`src/rtl/dh_shared_key_pkg.sv`:
```
// Shared types, default widths and the latency helper for the shared-key engine.
// The latency helper follows DH_CONST_TIME_EN so callers see the build's real timing.
package dh_pkg;

    localparam int DH_W     = 32;
    localparam int DH_EXP_W = 32;

    typedef enum logic [2:0] {
        IDLE = 3'd0,
        RED  = 3'd1,
        SQR  = 3'd2,
        MUL  = 3'd3,
        FIN  = 3'd4
    } dh_state_t;

    // Start edge to done pulse, in clock cycles, for a modulus p >= 2.
    function automatic int lat(input int w, input int exp_w, input logic [63:0] x);
        int ones;
        ones = 0;
        for (int k = 0; k < 64; k++) begin
            if ((k < exp_w) && x[k]) begin
                ones++;
            end
        end
`ifdef DH_CONST_TIME_EN
        ones = exp_w;
`endif
        return (w + 1) * (1 + exp_w + ones) + 2;
    endfunction

endpackage

```
`src/rtl/dh_shared_key_if.sv`:
```
// Request/result bundle between the key-exchange controller and the shared-key engine.
interface dh_shared_key_if
    import dh_pkg::*;
#(
    parameter int W     = DH_W,
    parameter int EXP_W = DH_EXP_W
) ();

    logic             start;
    logic [W-1:0]     r2;
    logic [EXP_W-1:0] x;
    logic [W-1:0]     p;
    logic             busy;
    logic             done;
    logic [W-1:0]     key;
    logic             err;

    modport master (
        output start, r2, x, p,
        input  busy, done, key, err
    );

    modport slave (
        input  start, r2, x, p,
        output busy, done, key, err
    );

endinterface

```
`src/rtl/dh_shared_key_mod_mul.sv`:
```
// Interleaved shift-add modular multiplier: res = a*b mod p in exactly W+1 cycles.
// Requires a < p; the accumulator carries two guard bits so 2*acc + a never overflows.
module dh_mod_mul
    import dh_pkg::*;
#(
    parameter int W = DH_W
) (
    input  logic         clk,
    input  logic         rst,
    input  logic         go,
    input  logic [W-1:0] a,
    input  logic [W-1:0] b,
    input  logic [W-1:0] p,
    output logic         rdy,
    output logic [W-1:0] res
);

    localparam int CW = $clog2(W + 1);

    logic [W+1:0]  acc_reg;
    logic [W-1:0]  a_reg;
    logic [W-1:0]  b_reg;
    logic [W-1:0]  p_reg;
    logic [CW-1:0] cnt_reg;
    logic          rdy_reg;

    logic [W+1:0]  sum_next;
    logic [W+1:0]  sub1_next;
    logic [W+1:0]  acc_next;
    logic [W+1:0]  p_wide;

    // 2*acc + a < 3p, so at most two conditional subtractions restore acc < p.
    always_comb begin
        p_wide    = {2'b00, p_reg};
        sum_next  = (acc_reg << 1) + (b_reg[W-1] ? {2'b00, a_reg} : '0);
        sub1_next = (sum_next >= p_wide) ? (sum_next - p_wide) : sum_next;
        acc_next  = (sub1_next >= p_wide) ? (sub1_next - p_wide) : sub1_next;
    end

    always_ff @(posedge clk or negedge rst) begin
        if (!rst) begin
            acc_reg <= '0;
            a_reg   <= '0;
            b_reg   <= '0;
            p_reg   <= '0;
            cnt_reg <= '0;
            rdy_reg <= 1'b0;
        end else if (go) begin
            acc_reg <= '0;
            a_reg   <= a;
            b_reg   <= b;
            p_reg   <= p;
            cnt_reg <= CW'(W);
            rdy_reg <= 1'b0;
        end else if (cnt_reg != '0) begin
            acc_reg <= acc_next;
            b_reg   <= b_reg << 1;
            cnt_reg <= cnt_reg - CW'(1);
            rdy_reg <= (cnt_reg == CW'(1));
        end else begin
            rdy_reg <= 1'b0;
        end
    end

    assign rdy = rdy_reg;
    assign res = acc_reg[W-1:0];

endmodule

```
`src/rtl/dh_shared_key.sv`:
```
// Shared secret K = r2^x mod p by MSB-first square-and-multiply over one time-shared multiplier.
// Build option DH_CONST_TIME_EN: always run the multiply step so latency does not depend on x.
module dh_shared_key
    import dh_pkg::*;
#(
    parameter int W     = DH_W,
    parameter int EXP_W = DH_EXP_W
) (
    input  logic            clk,
    input  logic            rst,
    dh_shared_key_if.slave  bus
);

    localparam int IW = (EXP_W > 1) ? $clog2(EXP_W) : 1;

    dh_state_t        state_reg;
    dh_state_t        state_next;

    logic [W-1:0]     acc_reg;
    logic [W-1:0]     acc_next;
    logic [W-1:0]     base_reg;
    logic [W-1:0]     p_reg;
    logic [EXP_W-1:0] x_reg;
    logic [IW-1:0]    i_reg;
    logic             bad_p_reg;
    logic [W-1:0]     key_reg;
    logic             err_reg;
    logic             done_reg;

    logic             accept;
    logic             bad_p_now;
    logic             bit_now;
    logic             last_bit;
    logic             dec_i;
    logic             busy;

    logic             mm_go;
    logic [W-1:0]     mm_a;
    logic [W-1:0]     mm_b;
    logic [W-1:0]     mm_p;
    logic             mm_rdy;
    logic [W-1:0]     mm_res;

    assign accept    = (state_reg == IDLE) && bus.start;
    assign bad_p_now = (bus.p < W'(2));
    assign bit_now   = x_reg[i_reg];
    assign last_bit  = (i_reg == '0);

    dh_mod_mul #(
        .W (W)
    ) u_mod_mul (
        .clk (clk),
        .rst (rst),
        .go  (mm_go),
        .a   (mm_a),
        .b   (mm_b),
        .p   (mm_p),
        .rdy (mm_rdy),
        .res (mm_res)
    );

    always_ff @(posedge clk or negedge rst) begin
        if (!rst) begin
            state_reg <= IDLE;
        end else begin
            state_reg <= state_next;
        end
    end

    always_comb begin
        state_next = state_reg;
        unique case (state_reg)
            IDLE: begin
                if (bus.start) begin
                    state_next = bad_p_now ? FIN : RED;
                end
            end
            RED: begin
                if (mm_rdy) begin
                    state_next = SQR;
                end
            end
            SQR: begin
                if (mm_rdy) begin
`ifdef DH_CONST_TIME_EN
                    state_next = MUL;
`else
                    if (bit_now) begin
                        state_next = MUL;
                    end else if (last_bit) begin
                        state_next = FIN;
                    end else begin
                        state_next = SQR;
                    end
`endif
                end
            end
            MUL: begin
                if (mm_rdy) begin
                    state_next = last_bit ? FIN : SQR;
                end
            end
            FIN: begin
                state_next = IDLE;
            end
            default: begin
                state_next = IDLE;
            end
        endcase
    end

    // The multiplier is launched on the same edge the FSM enters an operation state,
    // so its operands are the values the registers are about to take.
    always_comb begin
        busy     = (state_reg != IDLE);
        acc_next = acc_reg;
        unique case (state_reg)
            IDLE:    if (bus.start) acc_next = W'(1);
            SQR:     if (mm_rdy) acc_next = mm_res;
            MUL:     if (mm_rdy && bit_now) acc_next = mm_res;
            default: acc_next = acc_reg;
        endcase

        mm_go = (accept || mm_rdy) &&
                ((state_next == RED) || (state_next == SQR) || (state_next == MUL));
        dec_i = mm_rdy && (state_reg != RED) && (state_next == SQR);

        mm_a = acc_next;
        mm_b = acc_next;
        mm_p = p_reg;
        if (state_next == RED) begin
            mm_a = W'(1);
            mm_b = bus.r2;
            mm_p = bus.p;
        end else if (state_next == MUL) begin
            mm_b = base_reg;
        end
    end

    always_ff @(posedge clk or negedge rst) begin
        if (!rst) begin
            acc_reg   <= '0;
            base_reg  <= '0;
            p_reg     <= '0;
            x_reg     <= '0;
            i_reg     <= '0;
            bad_p_reg <= 1'b0;
            key_reg   <= '0;
            err_reg   <= 1'b0;
            done_reg  <= 1'b0;
        end else begin
            done_reg <= 1'b0;
            acc_reg  <= acc_next;
            if (accept) begin
                p_reg     <= bus.p;
                x_reg     <= bus.x;
                bad_p_reg <= bad_p_now;
                i_reg     <= IW'(EXP_W - 1);
                err_reg   <= 1'b0;
            end
            if ((state_reg == RED) && mm_rdy) begin
                base_reg <= mm_res;
            end
            if (dec_i) begin
                i_reg <= i_reg - IW'(1);
            end
            if (state_reg == FIN) begin
                done_reg <= 1'b1;
                err_reg  <= bad_p_reg;
                key_reg  <= bad_p_reg ? '0 : acc_reg;
            end
        end
    end

    assign bus.busy = busy;
    assign bus.done = done_reg;
    assign bus.key  = key_reg;
    assign bus.err  = err_reg;

endmodule

```
`src/flat_wrapper.sv`:
```
// flat-port wrapper written by rule: the top's interface ports become plain ports
module dh_shared_key_flat import dh_pkg::*;
#(
    parameter int W     = DH_W,
    parameter int EXP_W = DH_EXP_W
)
  (clk, rst, bus_start, bus_r2, bus_x, bus_p, bus_busy, bus_done, bus_key, bus_err);
  dh_shared_key_if #(.W(W), .EXP_W(EXP_W)) bus_i ();
  input  logic clk;
  input  logic rst;
  input wire logic [$bits(bus_i.start)-1:0] bus_start;
  input wire logic [$bits(bus_i.r2)-1:0] bus_r2;
  input wire logic [$bits(bus_i.x)-1:0] bus_x;
  input wire logic [$bits(bus_i.p)-1:0] bus_p;
  output wire logic [$bits(bus_i.busy)-1:0] bus_busy;
  output wire logic [$bits(bus_i.done)-1:0] bus_done;
  output wire logic [$bits(bus_i.key)-1:0] bus_key;
  output wire logic [$bits(bus_i.err)-1:0] bus_err;
  assign bus_i.start = bus_start;
  assign bus_i.r2 = bus_r2;
  assign bus_i.x = bus_x;
  assign bus_i.p = bus_p;
  assign bus_busy = bus_i.busy;
  assign bus_done = bus_i.done;
  assign bus_key = bus_i.key;
  assign bus_err = bus_i.err;
  dh_shared_key #(.W(W), .EXP_W(EXP_W)) u_core (.clk(clk), .rst(rst), .bus(bus_i));
endmodule
```
`config.mk`:
```
export PLATFORM = sky130hd
export DESIGN_NAME = dh_shared_key_flat
export DESIGN_NICKNAME = d
export VERILOG_FILES = /design/src/rtl/dh_shared_key_pkg.sv /design/src/rtl/dh_shared_key_if.sv /design/src/rtl/dh_shared_key_mod_mul.sv /design/src/rtl/dh_shared_key.sv /design/src/flat_wrapper.sv
export SDC_FILE = /design/constraint.sdc
export NUM_CORES = 1
export LEC_CHECK = 0
export ABC_CLOCK_PERIOD_IN_PS = 13000
export BUFFER_PORTS_ARGS = -buffer_cell sky130_fd_sc_hd__buf_2
export CAP_MARGIN = 20
export CORE_MARGIN = 2
export CORE_UTILIZATION = 55
export CTS_CLUSTER_SIZE = 28
export DETAILED_ROUTE_END_ITERATION = 6
export GPL_TIMING_DRIVEN = 0
export PLACE_DENSITY = 0.8
export SLEW_MARGIN = 20
export SYNTH_ARGS = -nofsm -noshare
export SYNTH_HDL_FRONTEND = slang
export SYNTH_SLANG_ARGS = --single-unit
```
`constraint.sdc`:
```
create_clock -name clk -period 13 [get_ports clk]
set_input_delay 1.95 -clock clk [delete_from_list [all_inputs] [get_ports clk]]
set_output_delay 1.95 -clock clk [all_outputs]
set_load 0.02 [all_outputs]
```
### Yosys cells after proc, flatten, opt, wreduce, memory -nomap -nowiden

Index checks and enable logic that the tools add are counted.

* bits of input ports: 99
* word-level logic and storage cells: 85
* register bits: 307

* equal/unequal tests: 9
* $lt $le $gt $ge: 4
* muxes and demuxes: 35
* reduce and logical (&&, ||, !) cells: 16
* add/subtract/negate cells: 5

Operators by type and width (count)
* two-way mux 32 bit: 11
* two-way mux 33 bit: 3
* one-hot mux 32 bit (3 select lines): 1
* greater-or-equal comparator 34 x 32 -> 1 bit: 2
* adder 34 x 32 -> 34 bit: 1
* two-way mux 34 bit: 1
* subtractor 34 x 32 -> 34 bit: 1
* subtractor 33 x 32 -> 33 bit: 1
* less-than comparator 32 x 2 -> 1 bit, second input constant: 1
* two-way mux 3 bit: 7
* == test 3 x 2 -> 1 bit, second input constant: 4
* two-way mux 6 bit: 2
* one-hot mux 3 bit (4 select lines): 1
* two-way mux 5 bit: 2
* == test 3 x 1 -> 1 bit, second input constant: 2
* == test 6 x 1 -> 1 bit, second input constant: 1
* logical AND 1 bit: 6
* less-than comparator 5 x 6 -> 1 bit, second input constant: 1
* two-way mux 1 bit: 6
* nonzero test 2 bit: 3
* nonzero test 6 bit: 1
* subtractor 6 x 1 -> 6 bit, second input constant: 1
* binary-select mux 1 bit (select 5 bit): 1
* zero test 5 bit: 1
* other kinds (6): 8

### Logic depth before layout (Yosys ltp)

Gate-level depths: netlist of run 1.

* depth after elaboration: 10
* mapped depth: 38
* gate-level depth less buffers: 34

### Cells and area by module

From an unflattened synthesis of run 1, not the netlist that was laid out.

* cell total of the unflattened synthesis: 2385
* area total of the unflattened synthesis: 20833.7 µm²

Modules (own cells, without submodules)
* dh_mod_mul: cells an instance 1430, seq. area each 3403.3 µm², area each 12026.5 µm², times used 1
* dh_shared_key: cells an instance 955, seq. area each 4279.1 µm², area each 8807.2 µm², times used 1

### Least setup slack after synthesis of run 1

No wires, ideal clock.

* kind: flip-flop to flip-flop
* from: reg u_core.u_mod_mul.b_reg[31]
* to: reg u_core.u_mod_mul.acc_reg[27]
* arrival time: 7.356 ns
* path slack: 5.518 ns
* cell stages (with the launch flop): 37
* data required time: 12.874 ns
* cells stage by stage: dfrtp_1 > clkbuf_1 > and2_1 > ha_1 > fa_1 > a211oi_1 > o21ai_0 > o2111ai_1 > o211ai_1 > a211oi_1 > xnor2_1 > ha_1 > clkbuf_1 > and4_1 > nand3_1 > nor4_1 > a31oi_1 > a21boi_0 > o21ai_1 > nor4b_2 > buf_4 > buf_4 > a31oi_1 > ha_1 > fa_1 > nand2b_1 > a21oi_1 > o211ai_1 > a21boi_1 > a211oi_2 > o21ai_0 > a221oi_1 > and4_1 > buf_6 > buf_6 > nor3_2 > a221o_1

* cells in the longest elaborated chain, start to end: 8
* elaborated cells between the ends (all ways): 10
* those cells by class: 3 x add/sub; 2 x order compare; 5 x mux

RTL lines
* from (decl): line dh_shared_key_mod_mul.sv:22 `logic [W-1:0] b_reg;`
* from (signal assigned): line dh_shared_key_mod_mul.sv:57 `b_reg <= b_reg << 1;`
* two-way mux 32 bit *: line dh_shared_key_mod_mul.sv:35 `sum_next = (acc_reg << 1) + (b_reg[W-1] ? {2'b00, a_reg} : '0);`
* adder 34 x 32 -> 34 bit *: line dh_shared_key_mod_mul.sv:35
* subtractor 34 x 32 -> 34 bit / greater-or-equal comparator 34 x 32 -> 1 bit (equally long branches): line dh_shared_key_mod_mul.sv:36 `sub1_next = (sum_next >= p_wide) ? (sum_next - p_wide) : sum_next;`
* two-way mux 34 bit *: line dh_shared_key_mod_mul.sv:36
* subtractor 33 x 32 -> 33 bit / greater-or-equal comparator 34 x 32 -> 1 bit (equally long branches): line dh_shared_key_mod_mul.sv:37 `acc_next = (sub1_next >= p_wide) ? (sub1_next - p_wide) : sub1_next;`
* two-way mux 33 bit *: line dh_shared_key_mod_mul.sv:37
* two-way mux 33 bit *: line dh_shared_key_mod_mul.sv:55 `end else if (cnt_reg != '0) begin`
* two-way mux 33 bit *: line dh_shared_key_mod_mul.sv:48 `end else if (go) begin`
* to (signal assigned): line dh_shared_key_mod_mul.sv:56 `acc_reg <= acc_next;`
* to (decl): line dh_shared_key_mod_mul.sv:20 `logic [W+1:0] acc_reg;`

Mark *: on every way between the ends. The rest lies on a longest branch, timed or not. The select of a mux whose other input is x is not followed.
A chain may end at the register's enable or synchronous reset.

### Final worst setup path of run 1

Ends and elaborated chain as after synthesis.

==> results of run 1 <==
-- cell families after synthesis --
group / count (synthesis) / share of synthesized area (%)
multiplexers: 100 / 6.07
adder cells (fa/ha/maj): 102 / 6.68
AND/OR/NAND/NOR: 777 / 18.1
XOR/XNOR: 84 / 3.78
buffers and inverters: 192 / 4.18
AO/OA/AOI/OAI: 637 / 21.7
flip-flops: 307 / 39.5
-- per-stage QoR --
step                setup slack [ns]  cells  utilization [%]  cell area, µm²
global placement                3.36   2787             59.6           20700
global route                    2.48   2850             63.4           22000
CTS                             3.19   2850             63.4           22000
finish                          2.89   2850             63.4           22000
floorplan                       5.52   2199                -           19400
detailed placement              3.33   2790             59.9           20800
-- tightest hold or removal path: stages (launching register included) --
cell and delay (ns):
dfrtp_1 0.34, nand2_1 0.04, o21ai_0 0.05
-- how the worst max path moves through the flow --
| stage | startpoint | to | slack [ns] | cells past startpoint |
|---|---|---|---|---|
| after global placement | u_core.u_mod_mul.b_reg[31]$_DFFE_PN0P_ | u_core.u_mod_mul.acc_reg[23]$_DFFE_PN0P_ | 3.36 | 36 |
| after detailed placement | u_core.u_mod_mul.b_reg[31]$_DFFE_PN0P_ | u_core.u_mod_mul.acc_reg[23]$_DFFE_PN0P_ | 3.33 | 36 |
| after CTS | u_core.u_mod_mul.b_reg[31]$_DFFE_PN0P_ | u_core.u_mod_mul.acc_reg[19]$_DFFE_PN0P_ | 3.19 | 35 |
| after floorplan | u_core.u_mod_mul.b_reg[31]$_DFFE_PN0P_ | u_core.u_mod_mul.acc_reg[27]$_DFFE_PN0P_ | 5.52 | 36 |
| after global routing | u_core.u_mod_mul.b_reg[31]$_DFFE_PN0P_ | u_core.u_mod_mul.acc_reg[19]$_DFFE_PN0P_ | 2.48 | 37 |
| final | u_core.u_mod_mul.b_reg[31]$_DFFE_PN0P_ | u_core.u_mod_mul.acc_reg[27]$_DFFE_PN0P_ | 2.89 | 35 |
-- metal layers --
layer | global-route usage (%) | part of all wire [%]
met5 | 0 | 0.018
met3 | 4.95 | 8.0
met2 | 53.1 | 46
met1 | 45.3 | 41
met4 | 15.7 | 4.9
-- layout make-up --
class                           count  area [µm²]  share of cell area [%]
Timing Repair Buffer              136         758                    3.45
Clock inverter                     13         219                   0.995
Inverter                           57         214                   0.973
Multi-Input combinational cell   1700       11000                    49.9
Sequential cell                   307        7680                    34.9
Clock buffer                       47         991                    4.50
Buffer                            135         598                    2.72
Tap cell                          455         569                    2.59
-- synth_stat cells (32+ instances only) --
master	number
and2_1	41
mux2i_1	49
a221oi_1	33
xnor2_1	46
a21oi_1	167
a21o_1	44
nand2_1	443
xor2_1	38
dfrtp_1	307
a222oi_1	32
and3_1	44
nor2_1	95
clkbuf_1	94
ha_1	99
mux2_2	39
inv_1	57
o21ai_1	42
o21ai_0	150
a22o_1	36
==> metrics.txt, run 1 <==
# TYPE chip_impl_metric gauge
chip_impl_info{name="status",value="finished clean"} 1
chip_impl_metric{name="global_route.overflow_total",unit=""} 0
chip_impl_metric{name="boundaryPins",unit=""} 134
chip_impl_metric{name="finalMaxSlewViolations",unit=""} 0
chip_impl_metric{name="fin_setup_tns",unit="ns"} 0
chip_impl_metric{name="async_flop_share",unit="%"} 100
chip_impl_metric{name="edff_count_synth",unit=""} 0
chip_impl_metric{name="min_period_over_period",unit="%"} 77.8
chip_impl_metric{name="ys.warnings.count",unit=""} 0
chip_impl_info{name="critPathSlowestCell",value="a2111oi_0"} 1
chip_impl_metric{name="synth.yosys.seq_area_share",unit="%"} 39.5
chip_impl_metric{name="gp_congestion",unit=""} 0.933
chip_impl_metric{name="drv_cap",unit=""} 0
chip_impl_info{name="hold_start",value="u_core.bus.key[18]$_DFFE_PN0P_"} 1
chip_impl_info{name="synth_top_flop_cell",value="dfrtp_1"} 1
chip_impl_metric{name="routed_wirelength",unit="µm"} 61100
chip_impl_info{name="cts_tree",value="yes"} 1
chip_impl_info{name="worstReg2RegEnd",value="u_core.u_mod_mul.acc_reg[27]$_DFFE_PN0P_"} 1
chip_impl_metric{name="finalNetCount",unit=""} 2573
chip_impl_metric{name="die_area",unit="µm²"} 36900
chip_impl_metric{name="floorplan.die.width",unit="µm"} 192
chip_impl_metric{name="hold_viol",unit=""} 0
chip_impl_metric{name="timing.critical_path.slowest_cell_delay",unit="ns"} 0.88
chip_impl_metric{name="path_max_fanout",unit=""} 10
chip_impl_metric{name="post_cts_hold_buffer_count",unit=""} 0
chip_impl_metric{name="core_region_area",unit="µm²"} 34700
chip_impl_metric{name="grt_antenna_before_repair",unit=""} 1
chip_impl_metric{name="clock-skew-final",unit="ns"} 0.0140
chip_impl_metric{name="worst-slew-pin-transition",unit="ns"} 0.902
chip_impl_info{name="clk_root_buffer_cell",value="clkbuf_16"} 1
chip_impl_metric{name="final.hold.worst_slack",unit="ns"} 0.470
chip_impl_metric{name="clock.fmax",unit="MHz"} 98.9
chip_impl_metric{name="cts-root-to-sink-buffers",unit=""} 3
chip_impl_metric{name="cp_data_required_time",unit="ns"} 13.45
chip_impl_metric{name="clkTransAtPathRegs",unit="ns"} 0.06
chip_impl_metric{name="worst_ep_arrival_time",unit="ns"} 10.56
chip_impl_info{name="worstSetupStartpointType",value="flip-flop"} 1
chip_impl_info{name="holdPathEnd",value="u_core.bus.key[18]$_DFFE_PN0P_"} 1
chip_impl_metric{name="grt_max_degree",unit=""} 98
chip_impl_info{name="synth_largest_area_cell",value="dfrtp_1"} 1
chip_impl_metric{name="n_fill_cell",unit=""} 2901
chip_impl_metric{name="syn-num-nets",unit=""} 2400
chip_impl_metric{name="synth_seq_cells",unit=""} 307
chip_impl_metric{name="first_pass_iters",unit=""} 6
chip_impl_metric{name="post_cts.resized_instances",unit=""} 0
chip_impl_info{name="worst_setup_path_end_kind",value="flip-flop"} 1
chip_impl_metric{name="final.min_clock_period",unit="ns"} 10.11
chip_impl_info{name="worst-setup-path-type",value="flip-flop to flip-flop"} 1
chip_impl_metric{name="post_synth_num_cell_types",unit=""} 86
chip_impl_metric{name="first_global_vias",unit=""} 17331
chip_impl_metric{name="number_of_flip_flops_under_the_largest_register_name",unit=""} 33
chip_impl_metric{name="fp-row-count",unit=""} 68
chip_impl_metric{name="h-tree-depth",unit=""} 2
chip_impl_info{name="rsz_0062_raised_after_global_routing",value="false"} 1
chip_impl_metric{name="drive_above_1_share",unit="%"} 13.1
chip_impl_metric{name="syn_to_final_growth",unit="%"} 13.1
chip_impl_metric{name="numCtsBuffers",unit=""} 35
chip_impl_metric{name="whs_path_depth",unit=""} 2
chip_impl_metric{name="grt_first_pass_wirelength",unit="µm"} 96000
chip_impl_metric{name="later_pin_clock_latency_in_the_skew_report",unit="ns"} 0.52
chip_impl_metric{name="start_util",unit="%"} 56.0
chip_impl_metric{name="maxSlewHeadroom",unit="%"} 38.3
chip_impl_metric{name="synthesis.instances",unit=""} 2199
chip_impl_metric{name="port_buffers",unit=""} 133
chip_impl_metric{name="routedWlPerCell",unit="µm"} 21.5
chip_impl_metric{name="dr.first_iter.drc_count",unit=""} 1915
chip_impl_metric{name="clock-sinks",unit=""} 307
chip_impl_metric{name="route.antenna.remaining_nets",unit=""} 0
chip_impl_info{name="synth.top_cells.by_area",value="dfrtp_1, nand2_1, ha_1"} 1
chip_impl_metric{name="fp.dieH",unit="µm"} 192
chip_impl_metric{name="worst-r2r-cell-count",unit=""} 35
chip_impl_metric{name="worst-path-buf-inv",unit=""} 5
chip_impl_metric{name="yosys.area.top_type_share",unit="%"} 39.5
chip_impl_metric{name="via_per_inst",unit=""} 6.31
chip_impl_info{name="final_common_cell",value="nand2_1"} 1
chip_impl_info{name="layout.cells.most_common_list",value="nand2_1, dfrtp_1, a21oi_1"} 1
chip_impl_metric{name="antenna_cells",unit=""} 0
chip_impl_metric{name="detailedPlacementHpwl",unit="µm"} 46600
chip_impl_metric{name="post-cts-setup-buffer-count",unit=""} 0
chip_impl_info{name="holdCritPathClass",value="flip-flop to flip-flop"} 1
chip_impl_metric{name="synthesis.area",unit="µm²"} 19400
chip_impl_metric{name="setup_viol_count_final",unit=""} 0
chip_impl_metric{name="timing.reg2reg.setup_slack",unit="ns"} 2.89
chip_impl_metric{name="syn_area_per_cell",unit="µm²"} 8.84
chip_impl_metric{name="gr-usage-all-layers",unit="%"} 33.5
chip_impl_info{name="cpLargestDelayFamily",value="compound AO/OA/AOI/OAI gates"} 1
chip_impl_metric{name="drc",unit=""} 0
chip_impl_info{name="start_of_the_worst_register_to_register_path",value="u_core.u_mod_mul.b_reg[31]$_DFFE_PN0P_"} 1
chip_impl_metric{name="dr_total_vias",unit=""} 17994
Power of run 1 is not shown: default switching activity piles up to over one toggle a cycle in this logic, so the estimate is an artifact.
==> run 2, diff against run 1 <==
Settings changed: ABC_CLOCK_PERIOD_IN_PS 13000 to 10200.
Clock period 13 ns to 10.2 ns, I/O delays scaled along.
==> run 2 against run 1 <==
Compared with the run above: the flow now finishes with violations (design-rule violations); worst setup slack worse by 2.6 ns; wire length up 0.15%; hold slack barely moved; critical path depth stayed put; sequential cell count did not move; clock skew grew 0.0018 ns.
==> metrics.txt, run 2 (synthesis results as in run 1) <==
# TYPE chip_impl_metric gauge
chip_impl_metric{name="number_of_flip_flops_under_the_largest_register_name",unit=""} 33
chip_impl_metric{name="routedWlPerCell",unit="µm"} 21.5
chip_impl_info{name="status",value="finished with violations"} 1
chip_impl_metric{name="start_util",unit="%"} 56.0
chip_impl_metric{name="min_period_over_period",unit="%"} 97.0
chip_impl_metric{name="dr.first_iter.drc_count",unit=""} 1927
chip_impl_metric{name="hold_viol",unit=""} 0
chip_impl_metric{name="dr_total_vias",unit=""} 18083
chip_impl_metric{name="setup_viol_count_final",unit=""} 0
chip_impl_metric{name="routed_wirelength",unit="µm"} 61200
chip_impl_info{name="worst-setup-path-type",value="flip-flop to flip-flop"} 1
chip_impl_metric{name="antenna_cells",unit=""} 0
chip_impl_metric{name="first_pass_iters",unit=""} 7
chip_impl_metric{name="finalMaxSlewViolations",unit=""} 0
chip_impl_info{name="cts_tree",value="yes"} 1
chip_impl_metric{name="finalNetCount",unit=""} 2573
chip_impl_metric{name="core_region_area",unit="µm²"} 34700
chip_impl_metric{name="worst-slew-pin-transition",unit="ns"} 0.927
chip_impl_metric{name="final.min_clock_period",unit="ns"} 9.90
chip_impl_metric{name="port_buffers",unit=""} 133
chip_impl_metric{name="grt_antenna_before_repair",unit=""} 1
chip_impl_info{name="final_common_cell",value="nand2_1"} 1
chip_impl_metric{name="whs_path_depth",unit=""} 2
chip_impl_metric{name="gr-usage-all-layers",unit="%"} 33.5
chip_impl_metric{name="clock-sinks",unit=""} 307
chip_impl_metric{name="drc",unit=""} 2
chip_impl_info{name="holdCritPathClass",value="flip-flop to flip-flop"} 1
chip_impl_metric{name="via_per_inst",unit=""} 6.34
chip_impl_metric{name="path_max_fanout",unit=""} 10
chip_impl_info{name="worstSetupStartpointType",value="flip-flop"} 1
chip_impl_metric{name="detailedPlacementHpwl",unit="µm"} 46600
chip_impl_metric{name="syn_to_final_growth",unit="%"} 13.2
chip_impl_metric{name="clock-skew-final",unit="ns"} 0.0158
chip_impl_metric{name="grt_max_degree",unit=""} 98
chip_impl_metric{name="fp.dieH",unit="µm"} 192
chip_impl_info{name="clk_root_buffer_cell",value="clkbuf_16"} 1
chip_impl_metric{name="grt_first_pass_wirelength",unit="µm"} 96000
chip_impl_metric{name="h-tree-depth",unit=""} 2
chip_impl_metric{name="fin_setup_tns",unit="ns"} 0
chip_impl_metric{name="post_cts_hold_buffer_count",unit=""} 0
chip_impl_metric{name="timing.critical_path.slowest_cell_delay",unit="ns"} 0.86
chip_impl_metric{name="numCtsBuffers",unit=""} 35
chip_impl_metric{name="clock.fmax",unit="MHz"} 101
chip_impl_metric{name="final_core_utilization",unit="%"} 63.4
chip_impl_metric{name="cts-root-to-sink-buffers",unit=""} 3
chip_impl_metric{name="worst-r2r-cell-count",unit=""} 35
chip_impl_metric{name="later_pin_clock_latency_in_the_skew_report",unit="ns"} 0.52
chip_impl_metric{name="drive_above_1_share",unit="%"} 13.2
chip_impl_info{name="critPathSlowestCell",value="a2111oi_0"} 1
chip_impl_metric{name="floorplan.die.width",unit="µm"} 192
chip_impl_metric{name="clkTransAtPathRegs",unit="ns"} 0.06
chip_impl_info{name="layout.cells.most_common_list",value="nand2_1, dfrtp_1, a21oi_1"} 1
chip_impl_metric{name="boundaryPins",unit=""} 134
chip_impl_metric{name="route.antenna.remaining_nets",unit=""} 0
chip_impl_info{name="violations",value="design-rule violations"} 1
chip_impl_metric{name="gp_congestion",unit=""} 0.933
chip_impl_metric{name="die_area",unit="µm²"} 36900
chip_impl_metric{name="first_global_vias",unit=""} 17331
chip_impl_metric{name="drv_cap",unit=""} 0
chip_impl_metric{name="cp_data_required_time",unit="ns"} 10.65
chip_impl_info{name="worst_setup_path_end_kind",value="flip-flop"} 1
chip_impl_metric{name="maxSlewHeadroom",unit="%"} 38.1
chip_impl_metric{name="fp-row-count",unit=""} 68
chip_impl_metric{name="worst_ep_arrival_time",unit="ns"} 10.35
chip_impl_metric{name="global_route.overflow_total",unit=""} 0
==> run 2: cell count changes in the layout (fill, tap and decap cells not counted) <==
cell / delta
o31ai_2: +1
o21ai_1: +1
a221oi_2: +1
o21ai_0: -1
a221oi_1: -1
o31ai_1: -1
==> run 2: worst max-delay path: cells and delay by family (launching register included) <==
kind | cells | cell delay (ns)
AO/OA/AOI/OAI | 18 | 5.02
XOR/XNOR | 1 | 0.30
buffers and inverters | 5 | 1.28
flip-flops | 1 | 0.59
adder cells (fa/ha/maj) | 4 | 1.07
AND/OR/NAND/NOR | 7 | 1.55
==> run 2: path summary, 6_finish.rpt <==
path | start | endpoint | slack [ns]
max | u_core.u_mod_mul.b_reg[31]$_DFFE_PN0P_ | u_core.u_mod_mul.acc_reg[27]$_DFFE_PN0P_ | 0.30
min reg2reg | u_core.bus.key[18]$_DFFE_PN0P_ | u_core.bus.key[18]$_DFFE_PN0P_ | 0.47
max in group asynchronous | rst | u_core.u_mod_mul.cnt_reg[0]$_DFFE_PN0P_ | 7.91
max reg2reg | u_core.u_mod_mul.b_reg[31]$_DFFE_PN0P_ | u_core.u_mod_mul.acc_reg[27]$_DFFE_PN0P_ | 0.30
min | u_core.bus.key[18]$_DFFE_PN0P_ | u_core.bus.key[18]$_DFFE_PN0P_ | 0.47
min in group asynchronous | rst | u_core.u_mod_mul.acc_reg[15]$_DFFE_PN0P_ | 0.95
==> run 2: timing repair <==
item                                    in CTS  in global routing
endpoints found under the setup margin       0                 30
setup buffers                                0                  0
hold endpoints to repair                     0                  0
resized for setup                            0                  3
==> run 2: final cells by class <==
class | count | area (µm²)
sequential | 307 | 7680
timing repair buffer | 136 | 758
fill | 2900 | 12700
buffer | 135 | 598
multi-input combinational | 1700 | 11000
tap | 455 | 569
inverter | 57 | 214
clock inverter | 13 | 219
clock buffer | 47 | 991
==> run 2: per-layer routing <==
layer | routed length (µm) | global-route usage (%) | up-vias
met5 | 11 | 0 | -
met4 | 3070 | 15.7 | 2
met3 | 5120 | 4.95 | 201
met2 | 28000 | 53.1 | 948
met1 | 25100 | 45.3 | 8660
li1 | - | - | 8272
==> run 2: stage by stage <==
| step | worst slack, ns | hold slack, ns | cells | instance area [µm²] |
|---|---|---|---|---|
| finish | 0.303 | 0.470 | 2850 | 22000 |
| CTS | 0.390 | 0.475 | 2850 | 22000 |
| global placement | 0.557 | 0.455 | 2787 | 20700 |
| detailed placement | 0.534 | 0.461 | 2790 | 20800 |
| floorplan | 2.72 | 0.440 | 2199 | 19400 |
| global route | -0.0137 | 0.495 | 2850 | 22000 |
Power of run 2 is left out for the same reason.
